==> src/rtl/demux1to2_pipe.sv <==
// -----------------------------------------------------------------------------
// demux1to2_pipe
//   Registered 1-to-2 stream demultiplexer. Each input beat carries a channel
//   select and is steered into a one-entry holding register on out0 or out1.
//   Each output channel has independent valid/ready flow control, so a stalled
//   consumer only back-pressures beats addressed to its own channel.
//
//   Optional feature macro: DEMUX_CNT_EN
//     When defined, per-channel delivered-beat counters cnt0/cnt1 (CNT_W bits,
//     wrapping) are added to the port list.
// -----------------------------------------------------------------------------
module demux1to2_pipe #(
    parameter int W     = 8,
    parameter int CNT_W = 16
) (
    input  logic             clk,
    input  logic             rst_n,
    input  logic [W-1:0]     in_data,
    input  logic             in_sel,
    input  logic             in_valid,
    output logic             in_ready,
    output logic [W-1:0]     out0_data,
    output logic             out0_valid,
    input  logic             out0_ready,
    output logic [W-1:0]     out1_data,
    output logic             out1_valid,
    input  logic             out1_ready
`ifdef DEMUX_CNT_EN
    ,
    output logic [CNT_W-1:0] cnt0,
    output logic [CNT_W-1:0] cnt1
`endif
);

    // Elaboration-time sanity check on parameters.
    if (W < 1 || CNT_W < 1) begin : g_bad_params
        $error("demux1to2_pipe: W and CNT_W must be >= 1");
    end

    typedef enum logic {
        ST_EMPTY = 1'b0,
        ST_FULL  = 1'b1
    } chan_state_t;

    chan_state_t r_st0, r_st1;
    chan_state_t w_st0_nxt, w_st1_nxt;
    logic [W-1:0] r_data0, r_data1;

    logic w_drain0, w_drain1;
    logic w_space0, w_space1;
    logic w_accept;
    logic w_acc0, w_acc1;
    logic w_load0, w_load1;

    assign out0_valid = (r_st0 == ST_FULL);
    assign out1_valid = (r_st1 == ST_FULL);
    assign out0_data  = r_data0;
    assign out1_data  = r_data1;

    // Per-channel drain/space qualifiers and the combinational input handshake.
    always_comb begin
        w_drain0 = out0_valid & out0_ready;
        w_drain1 = out1_valid & out1_ready;
        w_space0 = ~out0_valid | out0_ready;
        w_space1 = ~out1_valid | out1_ready;
        in_ready = in_sel ? w_space1 : w_space0;
        w_accept = in_valid & in_ready;
        w_acc0   = w_accept & ~in_sel;
        w_acc1   = w_accept &  in_sel;
    end

    // Channel 0 next-state and data-load decode.
    always_comb begin
        w_st0_nxt = r_st0;
        w_load0   = 1'b0;
        unique case (r_st0)
            ST_EMPTY: begin
                if (w_acc0) begin
                    w_st0_nxt = ST_FULL;
                    w_load0   = 1'b1;
                end
            end
            ST_FULL: begin
                if (w_drain0) begin
                    if (w_acc0) begin
                        w_st0_nxt = ST_FULL;
                        w_load0   = 1'b1;
                    end else begin
                        w_st0_nxt = ST_EMPTY;
                    end
                end
            end
            default: w_st0_nxt = ST_EMPTY;
        endcase
    end

    // Channel 1 next-state and data-load decode.
    always_comb begin
        w_st1_nxt = r_st1;
        w_load1   = 1'b0;
        unique case (r_st1)
            ST_EMPTY: begin
                if (w_acc1) begin
                    w_st1_nxt = ST_FULL;
                    w_load1   = 1'b1;
                end
            end
            ST_FULL: begin
                if (w_drain1) begin
                    if (w_acc1) begin
                        w_st1_nxt = ST_FULL;
                        w_load1   = 1'b1;
                    end else begin
                        w_st1_nxt = ST_EMPTY;
                    end
                end
            end
            default: w_st1_nxt = ST_EMPTY;
        endcase
    end

    // Channel state registers; reset discards any held beats.
    always_ff @(posedge clk or negedge rst_n) begin
        if (!rst_n) begin
            r_st0 <= ST_EMPTY;
            r_st1 <= ST_EMPTY;
        end else begin
            r_st0 <= w_st0_nxt;
            r_st1 <= w_st1_nxt;
        end
    end

    // Holding registers load only on accept; otherwise they keep the last beat.
    always_ff @(posedge clk or negedge rst_n) begin
        if (!rst_n) begin
            r_data0 <= '0;
            r_data1 <= '0;
        end else begin
            if (w_load0) begin
                r_data0 <= in_data;
            end
            if (w_load1) begin
                r_data1 <= in_data;
            end
        end
    end

`ifdef DEMUX_CNT_EN
    logic [CNT_W-1:0] r_cnt0, r_cnt1;

    assign cnt0 = r_cnt0;
    assign cnt1 = r_cnt1;

    // Delivered-beat counters, one step per drain, silently wrapping.
    always_ff @(posedge clk or negedge rst_n) begin
        if (!rst_n) begin
            r_cnt0 <= '0;
            r_cnt1 <= '0;
        end else begin
            if (w_drain0) begin
                r_cnt0 <= r_cnt0 + 1'b1;
            end
            if (w_drain1) begin
                r_cnt1 <= r_cnt1 + 1'b1;
            end
        end
    end
`endif

endmodule

==> config.mk <==
export PLATFORM = sky130hd
export DESIGN_NAME = demux1to2_pipe
export DESIGN_NICKNAME = d
export VERILOG_FILES = /design/src/rtl/demux1to2_pipe.sv
export SDC_FILE = /design/constraint.sdc
export NUM_CORES = 1
export LEC_CHECK = 0
export BUFFER_PORTS_ARGS = -buffer_cell sky130_fd_sc_hd__buf_2
export CORE_MARGIN = 1
export CORE_UTILIZATION = 44
export DETAILED_ROUTE_END_ITERATION = 16
export HOLD_SLACK_MARGIN = 0.12
export PLACE_DENSITY_LB_ADDON = 0.05
export RECOVER_POWER = 25
export SYNTH_ARGS = -nofsm -noshare
export SYNTH_HDL_FRONTEND = slang
export SYNTH_SLANG_ARGS = --single-unit
==> constraint.sdc <==
create_clock -name clk -period 1.2 [get_ports clk]
set_input_delay 0.3 -clock clk [delete_from_list [all_inputs] [get_ports clk]]
set_output_delay 0.3 -clock clk [all_outputs]
set_load 0.02 [all_outputs]
== Yosys cells after proc, flatten, opt, wreduce, memory -nomap -nowiden ==
Cells that the tools add are included.

* Word-level logic and storage cells: 25
* Output and inout port bits: 19
* Flip-flop bits (word level): 18

* Multiplexer cells: 11
* Bitwise operators: 10

{| class="wikitable"
|+ Operators with widths
! operator !! number
|-
| $pmux 1 s2 || 4
|-
| $mux 1 || 7
|-
| $and 1x1->1 || 5
|-
| $not 1->1 || 3
|-
| $or 1x1->1 || 2
|}

== Logic depth before layout (Yosys ltp) ==
* Word-level depth: 8
* Gate-level depth with buffers: 3

== Worst setup path after synthesis ==
OpenSTA, ideal clock, no wires.

* Path kind: register -> output
* Start point: reg r_st1 (netlist: out1_valid)
* End point: out in_ready
* Stages on the path, launching flop included: 3
* Data arrival time: 0.981 ns
* Required time: 0.900 ns
* Path slack: -0.081 ns
* Cells stage by stage: dfrtp_1 > nor2b_4 > a21oi_1

* Word-level cells in the longest chain between the ends: 3

{| class="wikitable"
|+ Ends and longest elaborated chain
! element !! line !! RTL
|-
| start, declared || 45 || <nowiki>chan_state_t r_st0, r_st1;</nowiki>
|-
| start signal, assigned || 129 || <nowiki>r_st1 <= w_st1_nxt;</nowiki>
|-
| $not 1->1 || -- ||
|-
| $or 1x1->1 || 65 || <nowiki>w_space1 = ~out1_valid | out1_ready;</nowiki>
|-
| $mux 1 || 66 || <nowiki>in_ready = in_sel ? w_space1 : w_space0;</nowiki>
|-
| end, declared || 21 || <nowiki>output logic in_ready,</nowiki>
|}

No other way between the ends.

== Worst setup path in the final report ==
Same ends and word-level chain as after synthesis.

==> out/metrics.yaml <==
finish:
  fin_nets: 99
  final_layout_size_suffix_gt1_frac: 0.750
  final_cell_mix: "buf_2 (29), dfrtp_1 (17), mux2_2 (8), mux2_4 (8)"
  area_growth_pct: 42.0
  final_common_cell: "buf_2"
  fin_cells: 100
  antenna_cells: 0
  finalCoreUtilization: 0.674
sta:
  max_freq_mhz: 723
  hold_viol: 0
  finalSetupViolCount: 13
  finalCriticalPeriod_ps: 1380
  slew_viol_final: 0
  setup_ws_ps: -183
  final.setup.tns_ps: -1050
  slew_headroom: 0.711
  finClkSkew_ps: 0.349
  rsz0062_at_grt: "true"
  period_share: 1.15
  worst_pin_slew_ps: 434
power:
  vdd_drop_max_mv: 1.06
  p_comb_frac: 0.301
  p_per_area_nw_per_um2: 1580
  leakage_nw: 0.527
  p_int_mw: 1.12
  p_total_mw: 1.62
  p_clk_frac: 0.229
  p_switching_mw: 0.494
  p_sw_frac: 0.305
  pwr-share-seq: 0.470
setup_path:
  cpPeakStageDelay_ps: 410
  critPathSlowestCell: "dfrtp_2"
  required_ps: 900
  endpoint_kind: "output port"
  critPathLaunchType: "register"
  worstPathMaxFanout: 2
  cp_data_arrival_time_ps: 1080
  rr_worst_depth: 4
  path_depth: 3
  crit_type: "reg2out"
  crit_chain: "nor2b_4, a21oi_2, buf_4"
  worst-path-buf-inv: 1
  critPathTopFamily: "flip-flops"
detailed_routing:
  viasPerCell: 5.09
  wl_per_cell_um: 13.9
  wl_mm: 1.39
  vias: 509
  dr.pass1.iters: 2
  drc: 0
  drt_iter0_drc: 3
  antenna_left: 0
global_route:
  grt_start_max_net_pins: 19
  grt_pass1_vias: 470
  use_met1: 0.179
  grt_util_all_layers: 0.153
  use_met3: 0.0560
  grt_overflow_total: 0
  met2_usage: 0.255
  antenna_found_initial: 0
  gr-max-usage-layer: "met2"
  grt_pass1_wl_mm: 1.97
floorplanning:
  rows: 14
  start_util: 0.475
  num_io_pins: 33
  fp.dieW_um: 42.5
  dieHeight_um: 42.5
  die_area_um2: 1810
  core_um2: 1520
status:
  status: "complete, but fails checks"
  violations: "negative setup slack"
yosys:
  synthMuxAreaShare: 0.249
  yosys.cell_types.count: 13
  syn_area_um2: 723
  ys_warn_count: 0
  synthesis.nets: 58
  yosys.area_share.adder: 0
  ys_seq_elements: 18
  synth_top_family_by_area: "multiplexers"
  syn_area_per_cell_um2: 16.4
  ys_seq_area_frac: 0.623
  syn-instance-count: 44
  yosys.area_share.simple: 0.109
  synth-xor-area-share: 0
  synth_compound_area_frac: 0.0138
placement:
  globalplace.congestion: 0.635
  io_buffer_count: 32
  placedCellCount: 92
min_path:
  hold_depth: 2
  hold_class: "in2reg"
job:
  maxCapViolations: 0
clock_network:
  cts_buffer_depth: 2
  h-tree-depth: 1
  path_clk_slew_ps: 100
  cts_sinks: 18
  clk-insertion-delay-late_ps: 290
  cts_buffers: 3
  cts_tree: "done"
  root_buffer: "clkbuf_4"
-- registers in the layout (all words and copies together), names as in the netlist --
name / cells
out0_data: 8
out0_valid: 1
out1_valid: 1
out1_data: 8
-- layer usage --
layer  wire length [um]  vias up
li1                   -      232
met1                537      255
met2                752       19
met3                 77        3
met4                 22        0
met5                  0        -
-- logic make-up (layout without fill, tap and decap cells) --
group           after synthesis  in the layout
compound gates                2              2
buf+inv                       1             41
flops                        18             18
mux                          16             16
simple gates                  7              7
-- repair_timing --
action                                  CTS  global route
endpoints found under the hold margin    18             0
hold buffers                              1             0
pin swaps                                 1             1
resized for setup                         3            11
endpoints found under the setup margin    1            18
setup buffers                             2             1
-- synthesized netlist by cell type --
library cell  count  area (um2)
mux2_1            3        33.8
nor2_1            1        3.75
nand3b_4          1        20.0
nand2b_2          1        8.76
o21ai_0           1        5.00
nor2b_4           1        13.8
nand2_2           1        6.26
a21oi_1           1        5.00
inv_1             1        3.75
mux2_2           13         146
nor2_8            1        20.0
nand2b_1          1        6.26
dfrtp_1          18         450
-- cell type report --
| class | instances | area, um2 |
|---|---|---|
| multi-input cells | 25 | 310 |
| fillers | 113 | 497 |
| inverters | 1 | 3.75 |
| flip-flops and latches | 18 | 452 |
| well taps | 16 | 20.0 |
| clock buffers | 4 | 36.3 |
| repair buffers | 36 | 205 |
-- worst paths after layout --
path / start / endpoint / slack (ps)
worst max-delay path: out1_valid / in_ready / -180
worst min-delay path: in_data[1] / out1_data[1] / 240
worst max register to register: out1_valid / out1_data[7] / -110
worst min register to register: out0_data[7] / out0_data[7] / 510
max in group asynchronous: rst_n / out1_valid / 410
min in group asynchronous: rst_n / out0_data[7] / 470
-- power groups by stage --
stage	Clock, mW	Combinational (mW)	Sequential [mW]
2_1_floorplan	0	0.129	0.903
3_3_place_gp	0	0.425	0.768
3_5_place_dp	0	0.430	0.771
4_1_cts	0.373	0.444	0.758
5_1_grt	0.412	0.519	0.772
6_report	0.371	0.487	0.761
-- stage by stage --
stage | hold WS, ps | setup slack, ps | cell area, um2
finish | 244 | -183 | 1030
floorplan | 4.41 | 21.2 | 728
CTS | 237 | -187 | 980
global route | 223 | -247 | 1030
global placement | 250 | -23.8 | 908
detailed placement | 245 | -30.5 | 908
No activity file was read; power rests on OpenSTA's default activity.
